==> config.mk <==
export PLATFORM = sky130hd
export DESIGN_NAME = mul_issue_ctrl
export DESIGN_NICKNAME = d
export VERILOG_FILES = /design/src/rtl/mul_issue_ctrl.sv
export SDC_FILE = /design/constraint.sdc
export NUM_CORES = 1
export LEC_CHECK = 0
export ABC_AREA = 0
export CAP_MARGIN = 20
export CORE_UTILIZATION = 40
export CTS_CLUSTER_DIAMETER = 60
export DETAILED_ROUTE_END_ITERATION = 8
export PLACE_DENSITY = 0.7
export RECOVER_POWER = 50
export REMOVE_ABC_BUFFERS = 1
export SYNTH_ARGS = -nofsm -noshare
export SYNTH_HDL_FRONTEND = slang
export SYNTH_SLANG_ARGS = --single-unit
==> constraint.sdc <==
create_clock -name clk_i -period 1.19 [get_ports clk_i]
set_clock_uncertainty 0.1 [all_clocks]
set_input_delay 0.1785 -clock clk_i [delete_from_list [all_inputs] [get_ports clk_i]]
set_output_delay 0.1785 -clock clk_i [all_outputs]
set_load 0.03 [all_outputs]
==> src/rtl/mul_issue_ctrl.sv <==
// Issue/track/stall/writeback control for a fixed-latency multiply IP.
// A shadow pipeline of valid/op/rd mirrors the IP stages under a shared clock enable.
module mul_issue_ctrl #(
  parameter int unsigned LATENCY = 3,
  parameter int unsigned RD_W    = 5,
  parameter int unsigned OP_W    = 2
) (
  input  logic                               clk_i,
  input  logic                               rst_i,
  input  logic                               issue_valid_i,
  output logic                               issue_ready_o,
  input  logic [OP_W-1:0]                    issue_op_i,
  input  logic [RD_W-1:0]                    issue_rd_i,
  input  logic                               flush_i,
  output logic                               mul_ce_o,
  output logic [OP_W-1:0]                    mul_op_o,
  output logic                               wb_valid_o,
  input  logic                               wb_ready_i,
  output logic [RD_W-1:0]                    wb_rd_o,
  input  logic [RD_W-1:0]                    rd_check_i,
  output logic                               rd_hazard_o,
  output logic [$clog2(LATENCY+1)-1:0]       inflight_o
);

  localparam int unsigned CNT_W = $clog2(LATENCY + 1);

  logic [LATENCY-1:0] v_q, v_d;
  logic [OP_W-1:0]    op_q [LATENCY];
  logic [OP_W-1:0]    op_d [LATENCY];
  logic [RD_W-1:0]    rd_q [LATENCY];
  logic [RD_W-1:0]    rd_d [LATENCY];

  logic stall;
  logic accept;

  // A tail result that writeback will not take freezes the whole IP.
  assign stall         = v_q[LATENCY-1] & ~wb_ready_i;
  assign mul_ce_o      = ~stall;
  assign issue_ready_o = ~stall & ~flush_i & ~rst_i;
  assign accept        = issue_valid_i & issue_ready_o;

  assign wb_valid_o = v_q[LATENCY-1] & ~flush_i;
  assign wb_rd_o    = rd_q[LATENCY-1];
  assign mul_op_o   = op_q[LATENCY-1];

  always_comb begin
    v_d  = v_q;
    op_d = op_q;
    rd_d = rd_q;
    if (mul_ce_o) begin
      v_d[0]  = accept;
      op_d[0] = issue_op_i;
      rd_d[0] = issue_rd_i;
      for (int unsigned k = 1; k < LATENCY; k++) begin
        v_d[k]  = v_q[k-1];
        op_d[k] = op_q[k-1];
        rd_d[k] = rd_q[k-1];
      end
    end
    // Flush only clears valid bits; op/rd contents become don't-care.
    if (flush_i) begin
      v_d = '0;
    end
  end

  always_ff @(posedge clk_i) begin
    if (rst_i) begin
      v_q  <= '0;
      op_q <= '{default: '0};
      rd_q <= '{default: '0};
    end else begin
      v_q  <= v_d;
      op_q <= op_d;
      rd_q <= rd_d;
    end
  end

  always_comb begin
    logic hit;
    hit        = 1'b0;
    inflight_o = '0;
    for (int unsigned k = 0; k < LATENCY; k++) begin
      inflight_o = inflight_o + CNT_W'(v_q[k]);
      if (v_q[k] && (rd_q[k] == rd_check_i)) begin
        hit = 1'b1;
      end
    end
    rd_hazard_o = hit & (rd_check_i != '0);
  end

endmodule
==> results of run 1 <==
cell families after synthesis:
logic type	Yosys count	share of synthesized area (%)
flip-flops	24	42.8
XOR/XNOR	15	11.7
adder cells (fa/ha/maj)	1	1.78
AND/OR/NAND/NOR	56	21.5
AO/OA/AOI/OAI	23	10.6
multiplexers	2	1.78
buffers and inverters	16	9.91
cell type report:
cell class / instances / area [µm²]
multi-input cells: 97 / 848
repair buffers: 70 / 729
flip-flops and latches: 24 / 494
fillers: 144 / 399
well taps: 30 / 37.5
clock inverters: 1 / 30.0
clock buffers: 3 / 22.5
inverters: 1 / 6.26
layer usage:
metal,vias to the layer above,share of wire (%)
li1,555,-
met1,581,38
met2,41,57
met3,4,4.3
met4,0,0.99
met5,-,0
worst max path at each step:
stage,from,to,slack (ns),depth (start not counted)
6_report,wb_rd_o[3],rd_hazard_o,-0.72,5
2_1_floorplan,v_q[2],v_q[0],-0.97,4
3_3_place_gp,rd_check_i[3],rd_hazard_o,-0.67,6
5_1_grt,rd_q[8],rd_hazard_o,-0.84,5
3_5_place_dp,rd_check_i[3],rd_hazard_o,-0.75,6
4_1_cts,rd_q[8],rd_hazard_o,-0.68,5
worst max-delay path, cell delays in order (launching register included):
cell                      delay, ns
sky130_fd_sc_hd__dfxtp_2       0.36
sky130_fd_sc_hd__xor2_1        0.17
sky130_fd_sc_hd__nor4_2        0.31
sky130_fd_sc_hd__nand3_1       0.12
sky130_fd_sc_hd__a21oi_1       0.16
sky130_fd_sc_hd__buf_4         0.18
timing repair:
item,4_1_cts,5_1_grt
hold buffers,0,0
cloned,3,3
buffers inserted,6,10
gates resized for setup,90,55
setup endpoints to repair,35,35
pin swaps,40,26
placed cells by master (no fill, tap or decap), types with 2 or more instances in the layout:
cell                              Yosys  layout
sky130_fd_sc_hd__buf_8                0       3
sky130_fd_sc_hd__a21oi_1             22       2
sky130_fd_sc_hd__buf_4                7      27
sky130_fd_sc_hd__a21oi_2              0      20
sky130_fd_sc_hd__nor4_2               1       2
sky130_fd_sc_hd__mux2i_1              2       2
sky130_fd_sc_hd__clkbuf_4             0       3
sky130_fd_sc_hd__xor2_1              12      12
sky130_fd_sc_hd__nand2_2              0      16
sky130_fd_sc_hd__nor3_1               4       2
sky130_fd_sc_hd__dlygate4sd2_1        0       2
sky130_fd_sc_hd__nand2_1             42       4
sky130_fd_sc_hd__xnor2_1              3       3
sky130_fd_sc_hd__dfxtp_2              0      11
sky130_fd_sc_hd__clkdlybuf4s50_1      0      14
sky130_fd_sc_hd__nor3_2               0       2
sky130_fd_sc_hd__clkbuf_16            0       2
sky130_fd_sc_hd__dfxtp_1             24      13
sky130_fd_sc_hd__nor2b_4              0       2
sky130_fd_sc_hd__buf_12               0       3
sky130_fd_sc_hd__nand2_4              0      22
sky130_fd_sc_hd__buf_6                3      19
state kept, by name, summed over array words and instances, names as in the netlist:
register and flops:
rd_q 10, wb_rd_o 5, op_q 4, v_q 3, mul_op_o 2
per-stage QoR:
stage / util [%] / hold WS [ns] / worst slack [ns]
finish: 84.5 / 0.326 / -0.722
global route: 84.5 / 0.329 / -0.835
global placement: 59.3 / 0.336 / -0.667
detailed placement: 59.3 / 0.342 / -0.745
CTS: 77.1 / 0.339 / -0.684
floorplan: - / 0.148 / -0.969
where the power goes:
group	internal, mW	total, mW	switching [mW]
clock network	0.341	0.614	0.273
logic	0.178	0.340	0.162
registers	0.837	0.869	0.0322
total	1.36	1.82	0.467
==> results, run 1 <==
- By count the netlist is led by sky130_fd_sc_hd__nand2_1 (42), sky130_fd_sc_hd__dfxtp_1 (24), sky130_fd_sc_hd__a21oi_1 (22), sky130_fd_sc_hd__xor2_1 (12), sky130_fd_sc_hd__buf_4 (7).
- The required arrival time at the worst endpoint is 0.91 ns.
- Headroom to the max-slew limit came out at approximately four fifths.
- The number of antenna diodes in the final layout is 0.
- The clock insertion delay at the later pin of the skew report is roughly 0.33 ns.
- The mean cell area of the mapped netlist is between 8 and 9 µm².
- The number of nets in the layout is about 220.
- The global-route wire length before repair is slightly above 5000 µm.
- The wire length after detailed routing is 4040 µm.
- The beginning of the worst hold path is issue_rd_i[2].
- In this run the static leakage power is around 0.99 nW.
- The sum of overflow across all layers after global routing is 0.
- For this configuration, the core starts out at a cell density of 43.8%.
- The cell area after synthesis is 0.00112 mm².
- The initial antenna violation count is 0.
- For this run, the number of Yosys warnings is 0.
- Summing the sequential cell areas from Yosys gives a little over two fifths of the chip area.
- The count of pins over their slew limit is 0.
- Counting distinct cell types in the post-synthesis netlist gives 22.
- The average vias per placed instance is approximately 5.2.
- The share of synthesized area in the top cell type comes to 42.8%.
- After layout, the worst path uses 161% of the clock period.
- The number of detailed-route iterations in the first pass is 4.
- The die covers around 0.0030 mm².
- The critical path class is reg2out.
- The leading area contributor after synthesis is sky130_fd_sc_hd__dfxtp_1.
- The final total power is roughly 1.8 mW.
- The largest voltage drop on the vdd net is about 0.0009 V.
- The via count is ~1.2k.
- The violation count after the first detailed-route iteration is 32.
- The most used routing layer in global routing is met2.
- The number of instances in the placed design is roughly 210.
- The TritonCTS clock tree is done.
- Global routing used a little under half of the available met2 tracks.
- The overall global routing resource usage is about 25%.
- The area of the core is 0.00257 mm².
- Setup total negative slack on the finished layout was measured at -9.61 ns.
- CTS built an H-tree with a depth of 1.
- Setup slack on the worst reg-to-reg path comes out at -0.33 ns.
- In the global route stage, met3 resource usage came out at 5.19%.
- Max-cap violations in this run came to 0.
- For hold timing, the worst endpoint is rd_q[12].
- The wire-length estimate of the detail-placed layout is 1890 µm.
- No sink is reached through more buffers than the 2 on the longest clock path.
- The number of synthesized flops with an enable pin is 0.
- Measured in cells, the most critical reg-to-reg path has a length of 8.
- The area of placed instances is between 0.0015 and 0.002 mm².
- The area growth from synthesis to layout is 93.0%.
- The power density over cell area is between 800 and 900 mW/mm².
- The most frequent cell after synthesis is sky130_fd_sc_hd__nand2_1.
- The time the worst path needs with I/O delays and setup is ~1.9 ns.
- The final instance area is ~0.0022 mm².
- The kind of capture point of the worst setup path is an output port.
- The main flop type after synthesis is sky130_fd_sc_hd__dfxtp_1.
- The path class of the tightest hold or removal check is in2reg.
- Synthesis produced a netlist whose cell count is between 100 and 150.
- Setup violations remaining at the end of the flow were counted as 35.
- The number of global-route vias before repair is 1129.
- Once routing completed, OpenROAD measured the worst setup slack at -0.722 ns.
- The floorplan has 18 rows.
- The clock sink total is 24.
- Global routing used a little over a quarter of the available met1 tracks.
- At the worst endpoint, the arrival time is between 1.5 and 2 ns.
- The routed wirelength normalized by instance count is around 18 µm.
- Once detail routing completed, the nets flagged for antenna violations numbered 0.
- The maximum fanout along the worst path is 2.
- The launch point of the worst reg-to-reg path is v_q[2].
- In the post-synthesis netlist, the biggest area contributors are sky130_fd_sc_hd__dfxtp_1 (43%), sky130_fd_sc_hd__nand2_1 (14%), sky130_fd_sc_hd__a21oi_1 (9.8%), sky130_fd_sc_hd__xor2_1 (9.4%), sky130_fd_sc_hd__buf_4 (4.7%).
- The run finished, with violations left.
- The register bit count reported by yosys is 24.
- Setup repair after global routing could not meet its margin everywhere.
- The share of synthesized flip-flops with an asynchronous set or reset is 0%.
- The maximum clock frequency is 523 MHz.
- The weighted congestion at the end of routability-driven global placement is ~0.84.
- Along the worst hold path, the cell count comes to 3.
- The die is approximately 55 µm tall.
- For this run, design rule violations remaining after detail routing come to 0.
- The non-filler instance count after layout is 226.
- After clock tree synthesis, the clock-pin slew on the worst setup and hold paths is approximately 0.15 ns.
- The root buffer cell chosen for the clock tree is sky130_fd_sc_hd__clkbuf_4.
- The final reports fail on setup timing.
- The number of clock buffers added by TritonCTS is 3.
- Entering global routing, the biggest net connects 23 pins.
- The startpoint kind of the worst setup timing path is a register.
- The number of failing hold endpoints at the final stage was 0.
- The worst register-to-register path ends at op_q[3].
- At the pin with the least slew margin, the transition time is between 0.2 and 0.3 ns.
- For this design the top-level I/O count stands at 30.
- The horizontal extent of the die is about 55 µm.
- The count of port buffers added during placement is 29.
- In the final layout, the share of cells above drive strength 1 is between 60% and 70%.
Power figures use the tool's default switching activity.
==> run 2, diff against run 1 <==
--- a/config.mk
+++ b/config.mk
@@ -7,6 +7,7 @@
 export LEC_CHECK = 0
 export ABC_AREA = 0
 export CAP_MARGIN = 20
+export CORE_MARGIN = 4
 export CORE_UTILIZATION = 40
 export CTS_CLUSTER_DIAMETER = 60
 export DETAILED_ROUTE_END_ITERATION = 8
==> run 2 against run 1 <==
The flow still finishes with violations (setup timing). Cell count rose by 0.88%. First-iteration DRC count stayed put. Cell area shrank 3.4%. Combinational power down 7.6%. Maximum frequency is 1.2% higher. Worst hold slack lost 0.021 ns. Clock-buffer cell count is 1 higher. Critical path depth unchanged. Utilization fell by 2.9 points. Wire length grew 1.5%. Sequential share of layout area increased by 0.74 points. Via count grew 4.1%. Critical endpoint unchanged. Largest cell class is now buffers. Highest routed layer unchanged.
==> results, run 2 (synthesized netlist as in run 1, its figures left out) <==
- The maximum fanout along the worst path is 3 (was 2).
- The sequential group share of total power was 52.7% (was 47.7%).
- The post-synthesis to final-layout area growth was 86.4% (was 93.0%).
- The wire length after detailed routing is 4100 µm (was 4040 µm).
- The placed wire-length estimate came to 1970 µm (was 1890 µm).
- The minimum hold slack came to 0.305 ns (was 0.326 ns).
- The overall global routing resource usage is 17.9% (was 24.9%).
- The die area came to 0.00372 mm² (was 0.00303 mm²).
- The required arrival time at the worst endpoint was 0.91 ns (about the same).
- The kind of cell with the highest combined delay on the critical path is flip-flops (was simple AND/OR/NAND/NOR gates).
- The flip-flop count of the largest register after layout came to 10 (unchanged).
- The final critical-path setup slack is -0.700 ns (was -0.722 ns).
- The final-report setup violation count is 35 (unchanged).
- The delay of the slowest cell on the worst path came to 0.37 ns (was 0.36 ns).
- The starting density of the core came to 43.8% (unchanged).
- The count of port buffers added during placement was 29 (unchanged).
- The global-route wire length before repair is 4780 µm (was 5160 µm).
- The final critical-path share of the clock period came to 159% (was 161%).
- The register with the most flip-flops is rd_q (unchanged).
- The routed wirelength normalized by instance count came to 18.0 µm (was 17.9 µm).
- The via count was 1230 (was 1181).
- The share of layout cells above drive strength 1 is 57.1% (was 69.4%).
- Failing checks: setup timing (unchanged).
- The max-cap violation count is 0 (unchanged).
- The final total negative setup slack is -7.61 ns (was -9.61 ns).
- The number of nets with antenna violations after detailed routing was 0 (unchanged).
- The clock insertion delay at the later pin of the skew report is 0.33 ns (about the same).
- The normalized max-slew margin is 83.2% (was 80.4%).
- The average vias per placed instance is 5.39 (was 5.23).
- The maximum clock frequency came to 529 MHz (was 523 MHz).
- Cell-by-cell listing of the critical path: xor2_1 -> nor4_2 -> a32oi_1 -> a21oi_1 -> buf_4 (was xor2_1 -> nor4_2 -> nand3_1 -> a21oi_1 -> buf_4).
- The number of global-route vias before repair is 1073 (was 1129).
- The violation count after the first detailed-route iteration is 32 (unchanged).
- The number of standard-cell rows in the floorplan is 18 (unchanged).
- The kind of path behind the tightest hold check is in2reg (unchanged).
- The internal portion of total power is 1.19 mW (was 1.36 mW).
- The maximum number of pins on one net before global-route repair is 16 (was 23).
- The count of filler cells inserted in the layout is 149 (was 144).
- The largest voltage drop on the vdd net is 0.000903 V (was 0.000888 V).
- RSZ-0062 raised after global routing: yes (unchanged).
- The area of the core came to 0.00257 mm² (unchanged).
- The count of pins over their slew limit is 0 (unchanged).
- The sum of overflow across all layers after global routing is 0 (unchanged).
- The number of failing hold endpoints at the final stage came to 0 (unchanged).
- The combinational fraction of design power is 19.2% (was 18.7%).
- The horizontal extent of the die was 61 µm (was 55 µm).
- The number of nets in the layout came to 217 (was 215).
- The number of top-level pins is 30 (unchanged).
- The clock sink total is 24 (unchanged).
- The transition at the pin with the smallest max-transition slack is 0.252 ns (was 0.293 ns).
- Run status: complete, but fails checks (unchanged).
- The critical path class is reg2out (unchanged).
- The kind of capture point of the worst setup path is an output port (unchanged).
- The cell type of the slowest stage on the worst timing path is sky130_fd_sc_hd__dfxtp_1 (was sky130_fd_sc_hd__dfxtp_2).
- The arrival time reported for the critical path endpoint is 1.61 ns (was 1.63 ns).
- The post-CTS clock slew at the launch and capture registers of the worst setup and hold paths was 0.14 ns (was 0.15 ns).
- The y dimension of the die came to 61 µm (was 55 µm).
- The number of buffers created by CTS is 3 (unchanged).
- The final total power came to 1.64 mW (was 1.82 mW).
- The CTS H-tree depth is 1 (unchanged).
- The weighted congestion at the end of routability-driven global placement is 0.812 (was 0.837).
- The time the worst path needs with I/O delays and setup came to 1.89 ns (was 1.91 ns).
- The power density over cell area is 781 mW/mm² (was 841 mW/mm²).
- The static leakage is 0.939 nW (was 0.994 nW).
- Commonest non-fill, non-tap cells in the layout: sky130_fd_sc_hd__nand2_1 (23), sky130_fd_sc_hd__buf_6 (23), sky130_fd_sc_hd__buf_4 (23), sky130_fd_sc_hd__a21oi_2 (19), sky130_fd_sc_hd__dfxtp_1 (16) (was sky130_fd_sc_hd__buf_4 (27), sky130_fd_sc_hd__nand2_4 (22), sky130_fd_sc_hd__a21oi_2 (20), sky130_fd_sc_hd__buf_6 (19), sky130_fd_sc_hd__nand2_2 (16)).
- The number of buffers and inverters on the critical path is 1 (unchanged).
- The count of hold-fix buffers inserted at cts came to 0 (unchanged).
- The initial antenna violation count is 0 (unchanged).
- The startpoint kind of the worst setup timing path is a register (unchanged).
- The number of antenna cells inserted is 0 (unchanged).
- The TritonCTS clock tree is done (unchanged).
- The fraction of power spent switching nets came to 27.5% (was 25.6%).
- The CTS root buffer is sky130_fd_sc_hd__clkbuf_4 (unchanged).
- The clock share of power came to 28.1% (was 33.7%).
- The net switching component of the power is 451 µW (was 467 µW).
- The maximum number of buffers from clock root to sink was 2 (unchanged).
- The number of detailed-route iterations in the first pass came to 4 (unchanged).
- The post-detailed-route DRC marker count was 0 (unchanged).
-- run 2: worst paths after layout --
check,cells after the start,to,slack (ns),start
max,5,rd_hazard_o,-0.70,rd_q[8]
min,3,op_q[5],0.31,issue_op_i[1]
max reg2reg,8,rd_q[11],-0.32,v_q[2]
min reg2reg,2,mul_op_o[1],0.38,mul_op_o[1]
-- run 2: area by class of cell --
type	count	area, µm²	area share, %
multi-input cells	97	733	35.0
clock buffers	4	36.3	1.73
flip-flops and latches	24	493	23.5
well taps	30	37.5	1.79
inverters	1	11.3	0.538
repair buffers	72	783	37.4
-- run 2: power groups by stage --
| stage | logic (mW) | clock network [mW] | registers, mW |
|---|---|---|---|
| 2_1_floorplan | 0.0804 | 0 | 0.886 |
| 3_3_place_gp | 0.237 | 0 | 0.874 |
| 3_5_place_dp | 0.242 | 0 | 0.874 |
| 4_1_cts | 0.259 | 0.444 | 0.859 |
| 5_1_grt | 0.334 | 0.513 | 0.865 |
| 6_report | 0.314 | 0.460 | 0.863 |
-- run 2: metrics by stage --
| stage | std cells | setup WS, ns | area [µm²] | utilization (%) |
|---|---|---|---|---|
| after global placement | 204 | -0.650 | 1490 | 58.0 |
| after detailed placement | 204 | -0.729 | 1490 | 58.0 |
| after floorplan | 122 | -0.969 | 1020 | - |
| final | 228 | -0.700 | 2090 | 81.6 |
| after CTS | 213 | -0.697 | 1720 | 67.0 |
| after global routing | 228 | -0.814 | 2090 | 81.6 |
-- run 2: what timing repair did --
item	in CTS	in global routing
buffers inserted	4	19
gates resized for setup	50	80
endpoints found under the setup margin	35	35
pin swaps	0	26
cloned	2	4
-- run 2: tightest hold or removal path: stages --
cell and delay, ns:
sky130_fd_sc_hd__clkdlybuf4s50_1 0.40, sky130_fd_sc_hd__nand2_1 0.08, sky130_fd_sc_hd__a21oi_2 0.05
-- run 2: routing by layer --
layer  global-route usage, %  vias to the layer above  wire length, µm
met5                       0                        -                0
met4                    7.12                        0              112
met3                    3.40                       11              246
met2                    30.2                       58             2090
met1                    22.3                      596             1650
li1                        -                      565                -
==> RTL change 1 (config.mk and constraints of run 2) <==
Make the reset (`rst_i`) asynchronous in one clocked block.
--- a/src/rtl/mul_issue_ctrl.sv
+++ b/src/rtl/mul_issue_ctrl.sv
@@ -65,3 +65,3 @@
 
-  always_ff @(posedge clk_i) begin
+  always_ff @(posedge clk_i or posedge rst_i) begin
     if (rst_i) begin
Function: differs if rst_i is asserted again (counterexample within 4 cycles, from zero or initial values and one cycle with rst_i high); with rst_i held inactive, the same outputs for 10 cycles.
==> RTL change 1 against run 2 <==
  * The run still ends with setup timing left
  * Sequential cell count stayed put
  * Cell area is 2.6% lower
  * Global-route usage is 3.0 points lower
  * Wire length is 18% lower
  * Sequential share of layout area is 5.9 points higher
  * Setup slack worse by 56 ps
  * Total power is 21% higher
  * Area after synthesis is 5.7% higher
  * Worst hold slack worse by 16 ps
  * Die area is 4.9% higher
==> RTL change 1: results (changes against run 2) <==
* Library cells used by synthesis: 20 (was 22)
* Iter 0 DRT Violations: 40 (was 32)
- Per-instance average area after synthesis: 8.67 um2 (was 8.20 um2)
* Internal power component: 1.46 mW (was 1.19 mW)
- The count of placed standard cells including taps was 209 (was 204).
- Final setup margin: -756 ps (was -700 ps)
- Hold EP: op_q[5]$_DFFE_PP0N_ (was op_q[5]$_SDFFE_PP0N_)
- FILL cells: 215 (was 149)
- The overall track demand over capacity in global routing came to 0.149 (was 0.179).
- The worst stage delay on the critical path came to 430 ps (was 370 ps).
- Critical path peak fanout: 2 (was 3)
* Actual slew at the worst max-slew pin: 598 ps (was 252 ps)
* Number of setup violations in the final report: 34 (was 35)
- The detailed-route wire length per cell was 14.9 um (was 18.0 um).
* Seq/Total Area, Yosys: 0.506 (was 0.428)
* Placed cell area: 1590 um2 (was 1490 um2)
- Run status: finished with violations (unchanged).
- The met3 usage in global routing is 0.0378 (was 0.0340).
* Number of instances resized during post-cts repair: 32 (was 50)
* Worst setup slack after placement: -658 ps (was -729 ps)
- Violated checks: setup timing (unchanged).
- Main area contributors after synthesis: dfrtp_1, nand2_1, xor2_1 (was dfxtp_1, nand2_1, a21oi_1)
* First-pass GRT wire length: 4770 um (was 4780 um)
* Final worst hold slack: 289 ps (was 305 ps)
- The fraction of final layout cells with drive strength greater than 1 is 0.469 (was 0.571).
* Setup slack, reg-to-reg: -260 ps (was -320 ps)
- The via count of the first global-routing pass came to 1056 (was 1073).
* Aggregate negative setup slack: -6920 ps (was -7610 ps)
- The destination of the worst register-to-register timing path was v_q[0]$_DFFE_PP0P_ (was rd_q[11]$_SDFFE_PP0N_).
* Mux contribution to synthesized area: 0 (was 0.0178)
- The post-synthesis compound-gate area fraction was 0.0200 (was 0.106).
- Crit path launch: rd_q[12]$_DFFE_PP0N_ (was rd_q[8]$_SDFFE_PP0N_)
- The length of routed wiring on met1 came to 1380 um (was 1650 um).
* GR met1 Demand/Resource: 0.188 (was 0.223)
- Met2 Resource Use GR: 0.252 (was 0.302)
- Launching point of the worst reg2reg path: v_q[2]$_DFFE_PP0P_ (was v_q[2]$_SDFFE_PP0N_)
* Vias/cell: 4.95 (was 5.39)
- The worst-case vdd ir drop is 713 uV (was 903 uV).
- NumNets Final: 215 (was 217)
- Met3 wire len: 212 um (was 246 um)
- The half-perimeter wire length after placement is 1950 um (was 1970 um).
RTL change 1: cell count changes after synthesis, sizes merged:
cell,before,now
nand2,42,65
nor2,2,4
inv,1,2
mux2i,2,0
dfrtp,0,24
buf,13,12
clkbuf,2,0
and3,0,1
a21oi,22,3
nor3,4,1
dfxtp,24,0
RTL change 1: area by class of cell:
type,instances,area (um2),area share
tap,31,38.8,0.0190
inverter,2,15.0,0.00736
clock inverter,1,30.0,0.0147
timing repair buffer,67,694,0.340
clock buffer,3,22.5,0.0110
multi-input combinational,99,638,0.313
sequential,24,601,0.294
RTL change 1: power by group through the flow:
stage,clock network [mW],logic [mW],registers [mW]
4_1_cts,0.608,0.403,0.908
6_report,0.592,0.471,0.912
3_5_place_dp,0,0.369,0.921
2_1_floorplan,0,0.128,0.956
5_1_grt,0.640,0.508,0.919
3_3_place_gp,0,0.360,0.920
RTL change 1: tightest hold or removal path: stages:
cell	delay [ps]
clkdlybuf4s50_1	410
nand2_2	60
nand2_1	40
==> RTL change 2 (config.mk and constraints of run 2) <==
Without the edit above. Change the parameter `LATENCY` from 3 to 6.
--- a/src/rtl/mul_issue_ctrl.sv
+++ b/src/rtl/mul_issue_ctrl.sv
@@ -3,3 +3,3 @@
 module mul_issue_ctrl #(
-  parameter int unsigned LATENCY = 3,
+  parameter int unsigned LATENCY = 6,
   parameter int unsigned RD_W    = 5,
Interface: changed (resized inflight_o); port bits go from 30 to 31. The function was not compared with the original's and may differ.
==> RTL change 2 against run 2 <==
  * Setup slack got worse by 940 ps
  * Highest routed layer unchanged
  * Sequential power rose by 95%
  * Cell area rose by 87%
  * Largest cell class is now multi-input combinational cells
  * Area after synthesis rose by 97%
  * Largest power group unchanged
  * Critical endpoint is now inflight_o[1]
  * Core utilization fell by 7.0 points
  * Sequential cell count rose by 24
  * Die area rose by 83%
  * Maximum frequency fell by 33%
  * Wire length rose by 67%
  * Total power rose by 90%
  * Clock power rose by 120%
  * The flow still finishes with violations (setup timing)
==> RTL change 2: results (changes against run 2) <==
- The clock network area share was 0.0231 (was 0.0173).
- Run status: finished with violations (unchanged)
- Multi-input gates: 196 (was 97)
- Iter 0 DRT Violations: 111 (was 32)
- The clock latency at the later pin of the worst-skew pair was 310 ps (was 330 ps).
* Crit path launch: v_q[3]$_SDFFE_PP0N_ (was rd_q[8]$_SDFFE_PP0N_)
* Proportion of final cell area spent on non-clock buffers: 0.279 (was 0.374)
- The count of placed standard cells including taps is 409 (was 204).
- Share of the final layout cell area in multi-input gates: 0.417 (was 0.350)
- The worst-case vdd ir drop was 893 uV (was 903 uV).
- The leakage power summed over all cells was 1.74 nW (was 0.939 nW).
* Critical path peak fanout: 2 (was 3)
- The worst setup path endpoint was inflight_o[1] (was rd_hazard_o).
- The worst stage delay on the critical path came to 530 ps (was 370 ps).
* Detail-routed net length per standard cell: 15.7 um (was 18.0 um)
- DRT Wirelength: 6830 um (was 4100 um)
* Num sequential: 48 (was 24)
- Post-DP HPWL: 3580 um (was 1970 um)
- Cell class contributing the biggest share of worst-path delay: adder cells (was flip-flops)
- The fraction of final layout cells with drive strength greater than 1 is 0.596 (was 0.571).
* Cells after synthesis: 281 (was 137)
- Fraction of standard cell area that is sequential: 0.250 (was 0.235)
* Violated checks: setup timing (unchanged)
- Number of setup violations in the final report: 56 (was 35)
* Clock root buffer master: clkbuf_8 (was clkbuf_4)
- FILL cells: 358 (was 149)
* Total CTS buffers: 5 (was 3)
* Clock buffer count in the final layout: 8 (was 4)
- The number of port buffers came to 30 (was 29).
- Launching point of the worst reg2reg path: v_q[5]$_SDFFE_PP0N_ (was v_q[2]$_SDFFE_PP0N_)
- The minimum setup slack in the final design came to -1640 ps (was -700 ps).
- The worst max-slew margin expressed relative to the limit came to 0.770 (was 0.832).
* Seq/Total Area, Yosys: 0.433 (was 0.428)
* Count of cells along the worst register-to-register path: 9 (was 8)
RTL change 2: cell families (layout without fill, tap and decap cells):
group	after synthesis	in the layout	share of synthesized area
buffers and inverters	37	120	0.0931
adders and majority gates	4	4	0.0327
AOI/OAI and AO/OA	49	49	0.112
and+or+nand+nor	113	113	0.207
xor gates and xnor gates	30	30	0.122
DFF	48	48	0.433
RTL change 2: report_power, final:
group | leakage [nW] | switching (mW) | internal [mW]
combinational | 1.29 | 0.210 | 0.208
sequential | 0.396 | 0.0332 | 1.64
clock | 0.0455 | 0.541 | 0.475
total | 1.74 | 0.784 | 2.33
RTL change 2: repair_timing:
| item | in CTS | in global routing |
|---|---|---|
| pin swaps | 14 | 98 |
| resized for setup | 74 | 151 |
| gates cloned | 7 | 0 |
| endpoints found under the setup margin | 60 | 58 |
| buffers inserted | 9 | 5 |
| hold buffers | 0 | 0 |
RTL change 2: worst register-to-register path, stage by stage, from the launching register on:
cell	delay [ps]
dfxtp_2	340
inv_2	50
buf_6	120
nor2_4	160
inv_2	90
buf_12	160
buf_12	130
buf_8	130
nand2_4	60
a21oi_2	50
RTL change 2: per-layer routing:
layer | vias up | GRT usage | share of wire
met4 | 0 | 0.0731 | 0.019
met5 | - | 0 | 0
met3 | 13 | 0.0412 | 0.035
li1 | 1059 | - | -
met2 | 44 | 0.329 | 0.54
met1 | 1061 | 0.226 | 0.40
RTL change 2: metrics by stage:
| step | area, um2 | setup TNS [ps] | total power, mW | hold WS [ps] |
|---|---|---|---|---|
| after floorplan | 2040 | -64880 | 1.82 | 148 |
| after global placement | 2840 | -18150 | 2.02 | 338 |
| after detailed placement | 2840 | -18520 | 2.02 | 344 |
| after CTS | 3380 | -16850 | 3.04 | 313 |
| after global routing | 3910 | -19560 | 3.22 | 318 |
| final | 3910 | -17960 | 3.11 | 321 |
